==> src/rtl/spi_frame_tx.sv <==
// SPI master transmitter: one 24-bit frame (command, databyte1, databyte2),
// CPOL=0 / CPHA=0, MSB first, cs active-high around the whole frame.
//
// state | meaning
// IDLE  | ready for start, all lines low
// SETUP | cs high, first bit on sdo, waiting out one half-period before sck rises
// HIGH  | sck high, receiver samples sdo
// LOW   | sck low, next bit presented (or cs hold after the last bit)
// GAP   | cs low, guaranteed minimum spacing before the next frame
module spi_frame_tx #(
  parameter int CLK_DIV = 2
) (
  input  logic       clk,
  input  logic       reset,
  input  logic       start,
  input  logic [7:0] command,
  input  logic [7:0] databyte1,
  input  logic [7:0] databyte2,
  output logic       ready,
  output logic       done,
  output logic       sck,
  output logic       sdo,
  output logic       cs
);

  localparam int DW = (CLK_DIV > 1) ? $clog2(CLK_DIV) : 1;
  localparam logic [DW-1:0] DIV_LOAD = DW'(CLK_DIV - 1);

  localparam logic [2:0] IDLE  = 3'd0;
  localparam logic [2:0] SETUP = 3'd1;
  localparam logic [2:0] HIGH  = 3'd2;
  localparam logic [2:0] LOW   = 3'd3;
  localparam logic [2:0] GAP   = 3'd4;

  logic [2:0]    state;
  logic [DW-1:0] div_cnt;
  logic [4:0]    bit_cnt;
  logic [23:0]   shreg;
  logic          div_tc;

  assign div_tc = (div_cnt == '0);

  // sdo is the shift register MSB, so it is a flop output; zeros shifted in
  // leave sdo low once the 24th bit has gone out.
  assign sdo = shreg[23];

  always_ff @(posedge clk) begin
    if (reset) begin
      state   <= IDLE;
      div_cnt <= '0;
      bit_cnt <= '0;
      shreg   <= '0;
      ready   <= 1'b1;
      done    <= 1'b0;
      sck     <= 1'b0;
      cs      <= 1'b0;
    end else begin
      done <= 1'b0;
      case (state)
        IDLE: begin
          if (start) begin
            state   <= SETUP;
            shreg   <= {command, databyte1, databyte2};
            cs      <= 1'b1;
            ready   <= 1'b0;
            div_cnt <= DIV_LOAD;
            bit_cnt <= '0;
          end
        end
        SETUP: begin
          if (div_tc) begin
            state   <= HIGH;
            sck     <= 1'b1;
            div_cnt <= DIV_LOAD;
          end else begin
            div_cnt <= div_cnt - DW'(1);
          end
        end
        HIGH: begin
          if (div_tc) begin
            state   <= LOW;
            sck     <= 1'b0;
            shreg   <= {shreg[22:0], 1'b0};
            bit_cnt <= bit_cnt + 5'd1;
            div_cnt <= DIV_LOAD;
          end else begin
            div_cnt <= div_cnt - DW'(1);
          end
        end
        LOW: begin
          if (div_tc) begin
            div_cnt <= DIV_LOAD;
            if (bit_cnt == 5'd24) begin
              state <= GAP;
              cs    <= 1'b0;
              done  <= 1'b1;
            end else begin
              state <= HIGH;
              sck   <= 1'b1;
            end
          end else begin
            div_cnt <= div_cnt - DW'(1);
          end
        end
        GAP: begin
          if (div_tc) begin
            state <= IDLE;
            ready <= 1'b1;
          end else begin
            div_cnt <= div_cnt - DW'(1);
          end
        end
        default: begin
          state <= IDLE;
          ready <= 1'b1;
          sck   <= 1'b0;
          cs    <= 1'b0;
          shreg <= '0;
        end
      endcase
    end
  end

endmodule

==> config.mk <==
export PLATFORM = sky130hd
export DESIGN_NAME = spi_frame_tx
export DESIGN_NICKNAME = d
export VERILOG_FILES = /design/src/rtl/spi_frame_tx.sv
export SDC_FILE = /design/constraint.sdc
export NUM_CORES = 1
export LEC_CHECK = 0
export ABC_AREA = 0
export CELL_PAD_IN_SITES_DETAIL_PLACEMENT = 1
export CELL_PAD_IN_SITES_GLOBAL_PLACEMENT = 1
export CORE_MARGIN = 2
export CORE_UTILIZATION = 37
export CTS_CLUSTER_SIZE = 40
export DETAILED_ROUTE_END_ITERATION = 8
export GPL_TIMING_DRIVEN = 0
export MAX_ROUTING_LAYER = met4
export PLACE_DENSITY = 0.7
export SYNTH_ARGS = -nofsm -noshare
export SYNTH_HDL_FRONTEND = slang
export SYNTH_SLANG_ARGS = --single-unit
==> constraint.sdc <==
create_clock -name clk -period 2.11 [get_ports clk]
set_clock_uncertainty 0.15 [all_clocks]
set_input_delay 0.211 -clock clk [delete_from_list [all_inputs] [get_ports clk]]
set_output_delay 0.211 -clock clk [all_outputs]
set_load 0.02 [all_outputs]
==> summary.md <==
| Metric | Value |
|---|---|
| Synth Instances | `191` |
| Synth Area per Inst | `9.79 um2` |
| Status | `finished, final reports clean` |
| Worst Setup End Kind | `flop` |
| # diodes | `0` |
| CP Launch Point | `div_cnt` |
| Cell Pwr Density | `744 nW/um2` |
| Total Nets Final | `258` |
| Pin count of the biggest net entering global routing | `12` |
| Critical path's largest stage delay | `0.32 ns` |
| Share of layout cells above drive strength 1 | `19.1%` |
| Post CTS Setup Buffer Count | `0` |
| Worst hold path class | `reg -> reg` |
| Num Clock Sinks | `37` |
| Mapped Area | `1870 um2` |
| Fin cells | `297` |
| DIE AREA | `5640 um2` |
| I/O Buffers | `31` |
| Placed cell count | `289` |
| Final ANT Viol Nets | `0` |
| Min Tclk post-route | `1.69 ns` |
| Peak VDD IR | `0.370 mV` |
| Crit path DAT | `1.75 ns` |
| Synthesized net count | `220` |
| CP Max Fanout | `10` |
| Antenna violations before repair | `0` |
| GPL Wtd Cong | `0.846` |
| Setup TNS | `0 ns` |
| Slowest CP cell | `dfxtp_1` |
| Remaining DRCs | `0` |
| Crit path top cell by count | `buf_2` |
| WHS | `0.326 ns` |
| Initial DRC count | `47` |
| First-pass GRT wire length | `7.56 mm` |
| Setup violations, final | `0` |
| Die width | `75.1 um` |
| Top_reg_cell synth | `dfxtp_1` |
| Flop and latch count out of synthesis | `37` |
| Io pins | `32` |
| Clk buf depth | `2` |
| Commonest non-fill, non-tap cell in the layout | `dfxtp_1` |
| R2r startpoint | `div_cnt` |
| CP bufs+invs | `3` |
| RSZ-0062 raised after global routing | `false` |
| CP Capture Point | `shreg[14]` |
| Fin. max-slew vios | `0` |
| R2r endpoint | `shreg[14]` |
| Final clock period utilization by the worst path | `80.2%` |
| Least-Margin Pin Slew | `0.496 ns` |
| Reg2reg setup slack | `0.42 ns` |
| Async set-reset flop share out of synthesis | `0%` |
| Fill cell count | `576` |
| DR pass1 iterations | `4` |
| Worst path top cell family by delay | `buffers and inverters` |
| Initial Util | `39.1%` |
| Max Cap Violations | `0` |
| Dpl cell area | `2260 um2` |
| Core area | `4790 um2` |
| CTS root buf | `clkbuf_8` |
| Hold Buf Count CTS | `0` |
| Number of global-route vias before repair | `1639` |
| Resize count post-CTS | `0` |
| Die height | `75.1 um` |
| YS warnings | `0` |
| Area growth from synthesis to layout | `25.5%` |
| GRT Resource Usage Total | `18.1%` |
| Post-synth EDFFs | `0` |
| Via count | `1549` |
| Crit path launch type | `flop` |
| Drt total wl | `4.54 mm` |
| Wirelength per Cell | `15.3 um` |
| Worst Reg-to-Reg Cells | `7` |
| Design area | `2350 um2` |
| Via density | `5.22` |
| Rows | `25` |
| Relative slew margins | `66.9%` |
| Req. time, crit path | `2.16 ns` |
| Clk Latency, worst-skew pair | `0.28 ns` |
| Detailed placer's ending HPWL | `3.33 mm` |
| CTS tree | `built` |
| Clock-pin slew on the worst setup and hold paths | `0.08 ns` |
| Cell Chain, Critical Path | `buf_2 > nor2b_4 > o21bai_1 > buf_2 > buf_2 > nand3_1 > o31ai_2` |
| Yosys cell types | `35` |
| Crit path kind | `reg -> reg` |
| Leak Pwr | `0.000855 uW` |
| CTS buffer count | `5` |
| Critical Path Stages | `7` |
| Register area share after synthesis | `39.6%` |
| Hold Violations, Final | `0` |
| H-Tree Depth | `2` |
| GRT Residual Overflow | `0` |
| Most frequent cells in the layout | `37 x dfxtp_1, 31 x clkdlybuf4s50_1, 25 x nand3_1, 24 x mux2i_1, 19 x o31ai_2` |
| FMAX | `591 MHz` |
-- worst min-delay path by stage --
stage | to | from | cells after the start | slack (ns)
after floorplan | shreg[2] | databyte2[2] | 2 | 0.29
after global placement | shreg[2] | shreg[2] | 2 | 0.31
after detailed placement | cs | cs | 2 | 0.32
after CTS | cs | cs | 2 | 0.33
after global routing | shreg[2] | shreg[2] | 2 | 0.36
final | cs | cs | 2 | 0.33
-- cell usage after synthesis, drive strengths merged, types with 3 or more instances --
master	instances	area share [%]
o211ai	3	1.2
nand2	4	0.80
clkbuf	3	0.60
buf	15	5.3
inv	5	1.0
nand3	25	6.7
a21oi	8	2.3
or3	3	1.0
dfxtp	37	40
nor2	11	2.2
o21ai	3	0.80
nor3	4	1.1
mux2i	24	13
o21bai	3	1.2
o31ai	23	14
xor2	3	1.4
-- metrics by stage --
stage | util, % | total power, uW | worst slack (ns)
after floorplan | - | 1140 | 0.646
after global placement | 47.3 | 1280 | 0.202
after detailed placement | 47.3 | 1300 | 0.117
after CTS | 49.0 | 1780 | 0.400
after global routing | 49.0 | 1850 | 0.275
final | 49.0 | 1750 | 0.418
-- where the power goes --
group	total, uW	switching, uW	leakage (uW)	internal (uW)
registers	806	38.4	0.000303	767
clock network	470	241	0.0000450	229
logic	470	260	0.000507	211
total	1750	540	0.000855	1210
-- worst min-delay path: stages (launching register included) --
cell and delay (ns):
dfxtp_1 0.32, nand2_1 0.06, o22ai_1 0.05
-- area by class of cell --
type	count	area (um2)	area share (%)
Buffer	18	110	4.69
Clock buffer	6	72.6	3.09
Clock inverter	2	10.0	0.426
Inverter	5	18.8	0.800
Multi-Input combinational cell	131	1000	42.6
Sequential cell	37	741	31.6
Tap cell	67	83.8	3.57
Timing Repair Buffer	31	310	13.2
-- cells by family after synthesis --
kind of cell	Yosys count	share of synthesized area (%)
flops	37	39.6
compound gates	45	22.0
simple gates	56	15.5
fa+ha+maj	2	1.34
xor+xnor	4	1.87
buf+inv	23	6.89
mux	24	12.8
-- flip-flops by register name, indices dropped and copies added (netlist names) --
register and count:
bit_cnt 5, done 1, div_cnt 1, ready 1, shreg 24, state 3
cs 1, sck 1
-- routing by layer --
metal | GRT usage, % | routed length, um | vias up
met4 | 5.56 | 54 | 0
met3 | 4.15 | 161 | 6
met5 | - | 0 | -
met1 | 21.8 | 2070 | 747
li1 | - | - | 773
met2 | 30.0 | 2250 | 23
(Power assumes the default switching activity.)
